--- config.mk ---
export PLATFORM = sky130hd
export DESIGN_NAME = imm_sequencer
export DESIGN_NICKNAME = d
export VERILOG_FILES = /design/src/rtl/cpu_seq_pkg.sv /design/src/rtl/imm_sequencer_bus_timeout.sv /design/src/rtl/imm_sequencer.sv
export SDC_FILE = /design/constraint.sdc
export NUM_CORES = 1
export LEC_CHECK = 0
export CORE_MARGIN = 3
export CORE_UTILIZATION = 42
export DETAILED_ROUTE_END_ITERATION = 12
export PLACE_DENSITY = 0.79
export SETUP_SLACK_MARGIN = 0.3
export SKIP_CTS_REPAIR_TIMING = 1
export SLEW_MARGIN = 10
export SYNTH_ARGS = -nofsm -noshare
export SYNTH_HDL_FRONTEND = slang
export SYNTH_HIERARCHICAL = 1
export SYNTH_SLANG_ARGS = --single-unit
--- constraint.sdc ---
create_clock -name clk -period 2.5 [get_ports clk]
set_clock_uncertainty 0.15 [all_clocks]
set_input_delay 0.375 -clock clk [delete_from_list [all_inputs] [get_ports clk]]
set_output_delay 0.375 -clock clk [all_outputs]
set_load 0.1 [all_outputs]
--- src/rtl/cpu_seq_pkg.sv ---
// Shared encodings for the immediate-instruction sequencer: states, opcodes,
// PC source selects, bus timeout limit and the opcode classifier.
package cpu_seq_pkg;

    typedef enum logic [2:0] {
        ST_FETCH  = 3'd0,
        ST_DECODE = 3'd1,
        ST_EXEC   = 3'd2,
        ST_MEM    = 3'd3,
        ST_WB     = 3'd4,
        ST_HALT   = 3'd5
    } state_e;

    typedef enum logic [2:0] {
        CLS_ALU_REG,
        CLS_ALU_IMM,
        CLS_LOAD,
        CLS_STORE,
        CLS_BRANCH,
        CLS_JUMP,
        CLS_NOP,
        CLS_ILLEGAL
    } op_class_e;

    localparam logic [3:0] OP_LOAD   = 4'h8;
    localparam logic [3:0] OP_STORE  = 4'h9;
    localparam logic [3:0] OP_BRANCH = 4'hA;
    localparam logic [3:0] OP_JUMP   = 4'hB;
    localparam logic [3:0] OP_NOP    = 4'hF;

    localparam logic [1:0] PC_SRC_SEQ    = 2'b00;
    localparam logic [1:0] PC_SRC_BRANCH = 2'b01;
    localparam logic [1:0] PC_SRC_JUMP   = 2'b10;

    localparam int TIMEOUT_LIMIT = 16;

    function automatic op_class_e decode_op(input logic [3:0] op);
        op_class_e cls;
        case (op)
            4'h0, 4'h1, 4'h2, 4'h3: cls = CLS_ALU_REG;
            4'h4, 4'h5, 4'h6, 4'h7: cls = CLS_ALU_IMM;
            OP_LOAD:                cls = CLS_LOAD;
            OP_STORE:               cls = CLS_STORE;
            OP_BRANCH:              cls = CLS_BRANCH;
            OP_JUMP:                cls = CLS_JUMP;
            OP_NOP:                 cls = CLS_NOP;
            default:                cls = CLS_ILLEGAL;
        endcase
        return cls;
    endfunction

endpackage

--- src/rtl/imm_sequencer_bus_timeout.sv ---
// Bus watchdog: counts consecutive request cycles without ack and flags the
// cycle that would be the LIMIT-th unanswered one.
module bus_timeout
    import cpu_seq_pkg::*;
#(
    parameter int LIMIT = TIMEOUT_LIMIT
) (
    input  logic clk,
    input  logic rst_n,
    input  logic req,
    input  logic ack,
    output logic expired
);

    localparam int CW = $clog2(LIMIT);

    logic [CW-1:0] cnt_q, cnt_d;

    // An ack on the last allowed cycle wins over expiry.
    always_comb begin
        cnt_d   = (req && !ack) ? cnt_q + 1'b1 : '0;
        expired = req && !ack && (cnt_q == CW'(LIMIT - 1));
    end

    always_ff @(posedge clk or negedge rst_n) begin
        if (!rst_n) cnt_q <= '0;
        else        cnt_q <= cnt_d;
    end

endmodule

--- src/rtl/imm_sequencer.sv ---
// Multi-cycle control sequencer: FETCH/DECODE/EXEC/MEM/WB with bus timeout.
// Optional retire counter enabled by defining IMM_SEQ_RETIRE_CNT_EN.
module imm_sequencer
    import cpu_seq_pkg::*;
(
    input  logic        clk,
    input  logic        rst_n,
    output logic        imem_req,
    input  logic        imem_ack,
    input  logic [15:0] imem_rdata,
    output logic        dmem_req,
    output logic        dmem_we,
    input  logic        dmem_ack,
    input  logic        alu_zero,
    output logic        ir_en,
    output logic        pc_en,
    output logic [1:0]  pc_src,
    output logic [7:0]  imm,
    output logic        alu_src_imm,
    output logic [1:0]  alu_op,
    output logic        reg_we,
    output logic        wb_sel,
    output logic        halt,
    output logic        bus_err,
    output logic [2:0]  state
`ifdef IMM_SEQ_RETIRE_CNT_EN
    ,
    output logic [15:0] retired
`endif
);

    state_e     state_q, state_d;
    logic [3:0] op_q, op_d;
    logic [7:0] imm_q, imm_d;
    logic       run_q, run_d;
    logic       bus_err_q, bus_err_d;
    logic       bus_req, bus_ack, tmo_expired;
    logic       unused_reg_fields;
    op_class_e  cls;

    // Register specifiers live in imem_rdata[11:8] and are consumed by the datapath.
    assign unused_reg_fields = ^imem_rdata[11:8];

    assign cls     = decode_op(op_q);
    assign imm     = imm_q;
    assign bus_err = bus_err_q;
    assign state   = state_q;

    // run_q holds off the first fetch until one edge after reset release.
    assign bus_req = (state_q == ST_FETCH && run_q) || (state_q == ST_MEM);
    assign bus_ack = (state_q == ST_FETCH && run_q && imem_ack) ||
                     (state_q == ST_MEM && dmem_ack);

    bus_timeout #(.LIMIT(TIMEOUT_LIMIT)) u_timeout (
        .clk     (clk),
        .rst_n   (rst_n),
        .req     (bus_req),
        .ack     (bus_ack),
        .expired (tmo_expired)
    );

    always_comb begin
        state_d     = state_q;
        op_d        = op_q;
        imm_d       = imm_q;
        run_d       = 1'b1;
        bus_err_d   = bus_err_q;
        imem_req    = 1'b0;
        dmem_req    = 1'b0;
        dmem_we     = 1'b0;
        ir_en       = 1'b0;
        pc_en       = 1'b0;
        pc_src      = PC_SRC_SEQ;
        alu_src_imm = 1'b0;
        alu_op      = 2'b00;
        reg_we      = 1'b0;
        wb_sel      = 1'b0;
        halt        = 1'b0;
        case (state_q)
            ST_FETCH: begin
                imem_req = run_q;
                if (run_q && imem_ack) begin
                    ir_en   = 1'b1;
                    op_d    = imem_rdata[15:12];
                    imm_d   = imem_rdata[7:0];
                    state_d = ST_DECODE;
                end else if (tmo_expired) begin
                    bus_err_d = 1'b1;
                    state_d   = ST_HALT;
                end
            end
            ST_DECODE: begin
                state_d = (cls == CLS_ILLEGAL) ? ST_HALT : ST_EXEC;
            end
            ST_EXEC: begin
                alu_op      = op_q[1:0];
                alu_src_imm = (cls == CLS_ALU_IMM) || (cls == CLS_LOAD) || (cls == CLS_STORE);
                case (cls)
                    CLS_ALU_REG, CLS_ALU_IMM: state_d = ST_WB;
                    CLS_LOAD, CLS_STORE:      state_d = ST_MEM;
                    CLS_BRANCH: begin
                        pc_en   = 1'b1;
                        pc_src  = alu_zero ? PC_SRC_BRANCH : PC_SRC_SEQ;
                        state_d = ST_FETCH;
                    end
                    CLS_JUMP: begin
                        pc_en   = 1'b1;
                        pc_src  = PC_SRC_JUMP;
                        state_d = ST_FETCH;
                    end
                    CLS_NOP: begin
                        pc_en   = 1'b1;
                        state_d = ST_FETCH;
                    end
                    default: state_d = ST_HALT;
                endcase
            end
            ST_MEM: begin
                dmem_req = 1'b1;
                dmem_we  = (cls == CLS_STORE);
                if (dmem_ack) begin
                    if (cls == CLS_STORE) begin
                        pc_en   = 1'b1;
                        state_d = ST_FETCH;
                    end else begin
                        state_d = ST_WB;
                    end
                end else if (tmo_expired) begin
                    bus_err_d = 1'b1;
                    state_d   = ST_HALT;
                end
            end
            ST_WB: begin
                reg_we  = 1'b1;
                wb_sel  = (cls == CLS_LOAD);
                pc_en   = 1'b1;
                state_d = ST_FETCH;
            end
            ST_HALT: begin
                halt = 1'b1;
            end
            default: state_d = ST_HALT;
        endcase
    end

    always_ff @(posedge clk or negedge rst_n) begin
        if (!rst_n) begin
            state_q   <= ST_FETCH;
            op_q      <= '0;
            imm_q     <= '0;
            run_q     <= 1'b0;
            bus_err_q <= 1'b0;
        end else begin
            state_q   <= state_d;
            op_q      <= op_d;
            imm_q     <= imm_d;
            run_q     <= run_d;
            bus_err_q <= bus_err_d;
        end
    end

`ifdef IMM_SEQ_RETIRE_CNT_EN
    logic [15:0] retired_q, retired_d;

    always_comb retired_d = pc_en ? retired_q + 16'd1 : retired_q;

    always_ff @(posedge clk or negedge rst_n) begin
        if (!rst_n) retired_q <= '0;
        else        retired_q <= retired_d;
    end

    assign retired = retired_q;
`endif

endmodule

After elaboration in Yosys (flattened, before gate mapping). Memory sizes are Yosys's and may differ from the RTL's. Index checks and enable logic that the tools add are counted.

Register bits after elaboration: 21. Bits in read-only memories: 48. Bits of input ports: 21. Word-level logic and storage cells: 71. Memories kept: 1.

Memory list: (no name shown) (words 16, width 3, read ports 1, clocked after Yosys merged registers in 0, write ports 0, line cpu_seq_pkg.sv:39) `case (op)`.

$add $sub $neg: 1. Equal/unequal tests: 15. Multiplexer cells: 29. Reduce and logical (&&, ||, !) cells: 19.

Operator list (count): == test 3 bit, second input constant (6); one-hot mux 3 bit (6 select lines) (1); two-way mux 1 bit (16); two-way mux 3 bit (5); == test 3 x 2 -> 1 bit, second input constant (4); one-hot mux 3 bit (3 select lines) (1); == test 3 x 1 -> 1 bit, second input constant (2); logical AND 1 bit (6); logical NOT 3 bit (2); adder 4 x 1 -> 4 bit, second input constant (1); == test 4 bit, second input constant (1); logical OR 1 bit (4); two-way mux 2 bit (2); two-way mux 4 bit (1); inequality test 2 bit, second input constant (2); one-hot mux 2 bit (2 select lines) (1); OR reduction 2 bit (2); one-hot mux 1 bit (3 select lines) (1); AND reduction 3 bit (1); OR reduction 3 bit (1); one-hot mux 1 bit (2 select lines) (1); AND reduction 2 bit (1); nonzero test 2 bit (1); logical NOT 1 bit (1).

Depth between registers and ports, before layout.
Depth after elaboration: 10. Depth in mapped cells: 10.

Cells and area by module. Netlist, hierarchy kept.

Modules (own cells, without submodules): imm_sequencer (instances 1, cells an instance 90, area each 937.1 sq um, seq. area each 425.4 sq um); bus_timeout (instances 1, cells an instance 17, area each 183.9 sq um, seq. area each 100.1 sq um).

Least setup slack after synthesis. Ideal clock, no wire load.

Path type: register to output. Start point: reg state_q[1], in the netlist state[1]. End point: out pc_src[0]. Arrival time: 4.465 ns. Data required time: 1.975 ns. Setup slack: -2.490 ns. Cell stages (with the launch flop): 4. Path buffers: 0. Cell sequence: dfrtp_1 > nor3b_1 > nand2_1 > nor4_1.

Longest elaborated chain between the ends: 2.

Ends and longest elaborated chain: start, declared (line imm_sequencer.sv:32) `state_e state_q, state_d;`; start signal, assigned (line imm_sequencer.sv:154) `state_q <= state_d;`; == test 3 x 2 -> 1 bit (line imm_sequencer.sv:79) `case (state_q)`; two-way mux 2 bit (line imm_sequencer.sv:79); end, declared (line imm_sequencer.sv:17) `output logic [1:0] pc_src,`.

No other way between the ends.

Worst setup path in the final report.
Start point: reg state_q[0], in the netlist state[0]. End point: out ir_en.

Longest elaborated chain between the ends: 2.

Ends and longest elaborated chain: logical NOT 3 bit (line imm_sequencer.sv:79); two-way mux 1 bit (line imm_sequencer.sv:79); end, declared (line imm_sequencer.sv:15) `output logic ir_en,`.

No other way between the ends.

==> run_results.csv <==
group,metric,value,unit
outcome,status,"completed",
routing,wl_met3,202,microns
cells_and_area,drive_gt1_share,52.41,%
routing,m1WireLength,1.265,mm
synth,yosys.area_share.adder,1.116,%
cts,cts_sinks,21,
floorplan,dieArea,3325,sq um
grt,grt_antenna_before_repair,0,
timing,rsz0062_at_grt,"yes",
critical_path,cp-end-kind,"output port",
placement,dpl.hpwl,2.187,mm
synth,netlist_area,1121,sq um
synth,synth_edf_count,0,
synth,synth.avg_cell_area,10.48,sq um
synth,synth-compound-area-share,10.16,%
critical_path,crit_required,1.98,ns
grt,grt_start_max_net_pins,22,
synth,ys_ff_latch,21,
power_and_ir_drop,leakage,0.9096,nW
critical_path,crit_type,"reg -> out",
cts,clkLatencyLatePin,0.32,ns
critical_path,crit_slowest_cell,"dfrtp_4",
cts,path_clk_slew,0.13,ns
run,drv_cap,0,
placement,place.gp.congestion,0.8232,
synth,syn_nets,129,
routing,wl,3.234,mm
cts,cts_tree,"done",
cells_and_area,fin_cells,196,
critical_path,reg2reg_to,"state[0]",
timing,hold_viol_final,0,
placement,portBuffers,41,
synth,synthSimpleGateAreaFrac,21.65,%
synth,synth_top_family_by_area,"simple AND/OR/NAND/NOR gates",
grt,gr-usage-all-layers,18.84,%
cells_and_area,fill_cells,155,
placement,dp_cells,179,
grt,grt.overflow.total,0,
synth,yosysUniqueCellTypes,42,
critical_path,crit_path_end,"ir_en",
synth,synth-xor-area-share,0.7813,%
floorplan,core,2500,sq um
routing,dr_total_vias,1075,
floorplan,io_pins,46,
cts,cts_made_buffers,3,
critical_path,worstSetupStartpointType,"register",
synth,async_flop_share,100.0,%
placement,dp_slack,0.3540,ns
cells_and_area,diodes,0,
critical_path,cpPeakStageDelay,0.56,ns
floorplan,die_y,57.67,microns
timing,fin_crit,2.326,ns
synth,ys.flop_type,"dfrtp_1",
cells_and_area,areaGrowthSynthToFinish,71.54,%
cells_and_area,fin_area,1923,sq um
critical_path,arrival,1.80,ns
placement,placed_area,1732,sq um
timing,finalWorstSetupSlack,0.1744,ns
critical_path,cp_cell_sequence,"buf_6 > nor4b_4 > nand2_2 > clkinvlp_4 > buf_12",
routing,firstDrtPassIters,5,
floorplan,initial_utilization,44.84,%
floorplan,die_x,57.67,microns
cts,htreeDepth,1,
routing,met2_length,1.714,mm
synth,synth_warnings,6,
synth,syn_inst,107,
floorplan,rows,18,
routing,drc_errors,0,
grt,grt_pass1_wl,4.719,mm
cts,cts-root-buf,"clkbuf_4",
timing,setup_viol,0,
timing,max_freq,0.4300,GHz
power_and_ir_drop,total_power,0.5505,mW
critical_path,reg2reg_from,"state[0]",
timing,slew_viol_final,0,
routing,ant_nets,0,
synth,synth_mux_area_share,13.28,%
routing,first_iter_violations,18,
timing,min_period_over_period,93.02,%
cells_and_area,nets,189,
power_and_ir_drop,ir_drop,0.3958,mV
synth,seq_area_frac_synth,46.88,%
worst_hold_path,hp-class,"in -> async",
routing,wl_per_cell,16.50,microns
grt,grt_pass1_vias,989,
critical_path,worstPathMaxFanout,8,
routing,viasPerCell,5.485,
cts,clock_path_buffers,2,
critical_path,reg2reg_slack,0.22,ns
routing,top_layer,"met4",
power_and_ir_drop,p_per_area,286.3,nW/um^2
critical_path,startpoint,"state[0]",
critical_path,r2r_cells,10,
[sequential cells by signal, indices dropped and copies added, names as in the netlist]
| signal | cells |
|---|---|
| bus_err | 1 |
| imm | 8 |
| op_q | 4 |
| run_q | 1 |
| state | 3 |
| u_timeout/cnt_q | 4 |
[placed cells by master (no fill, tap or decap), drive strengths merged, types with 2 or more instances in the layout]
cell	n
buf	42
dfrtp	21
clkdlybuf4s50	16
mux2	10
nor2	9
nand2	8
inv	7
nand3	5
o21ai	5
clkbuf	4
and2	3
nor4	2
clkinvlp	2
a21oi	2
nand2b	2
and3	2
[power breakdown]
| part | switching [mW] | internal, mW | total, mW |
|---|---|---|---|
| registers | 0.000486 | 0.340 | 0.341 |
| logic | 0.0128 | 0.0240 | 0.0368 |
| clock network | 0.113 | 0.0600 | 0.173 |
[cells by family after synthesis]
group,count (synthesis)
multiplexers,11
adder cells (fa/ha/maj),1
other,1
AO/OA/AOI/OAI,17
buffers and inverters,13
XOR/XNOR,1
AND/OR/NAND/NOR,42
flip-flops,21
[worst max-delay path, delay by kind of cell (launching register included)]
kind | cells | cell delay [ns]
flops | 1 | 0.56
simple gates | 2 | 0.48
buf+inv | 3 | 0.44
[synthesized netlist by cell type (all sizes together) (2+ instances only)]
cell type	number	area, sq um
buf	2	22.52
dfrtp	21	525.5
nand2b	2	12.51
o21ai	5	25.02
clkbuf	2	8.750
nor2	9	33.78
a21oi	2	10.01
nand3	5	25.02
and3	2	12.51
nand2	8	32.54
nor4	2	12.51
and2	3	18.77
mux2	10	138.9
inv	9	33.78
[worst min path at each step]
stage                                  start                  to  slack (ns)
final                                  rst_n              imm[2]        0.22
after detailed placement  u_timeout/cnt_q[0]  u_timeout/cnt_q[0]        0.30
after global placement    u_timeout/cnt_q[0]  u_timeout/cnt_q[0]        0.29
after floorplan                        rst_n             bus_err       -0.07
after global routing                   rst_n              imm[2]        0.26
after CTS                              rst_n             op_q[1]        0.23
[metal layers]
layer,global-route usage [%],up-vias
met3,4.232,5
li1,-,491
met2,30.81,44
met1,24.00,535
met4,7.947,0
met5,0,-
[stage by stage]
step / hold slack [ns] / setup TNS (ns) / util (%)
after floorplan: -0.07059 / -12.98 / -
after global placement: 0.2921 / 0 / 69.27
after detailed placement: 0.2979 / 0 / 69.27
after CTS: 0.2265 / 0 / 70.37
after global routing: 0.2592 / 0 / 76.93
final: 0.2230 / 0 / 76.93
[area by class of cell]
class                      count  area, sq um  area share [%]
multi-input combinational     73        649.4           33.77
timing repair buffer          59        629.4           32.73
sequential                    21        538.0           27.98
inverter                       9        41.29           2.147
tap                           30        37.54           1.952
clock buffer                   3        22.52           1.171
clock inverter                 1        5.005          0.2602
Note: power is estimated with default switching activity, not from simulation.
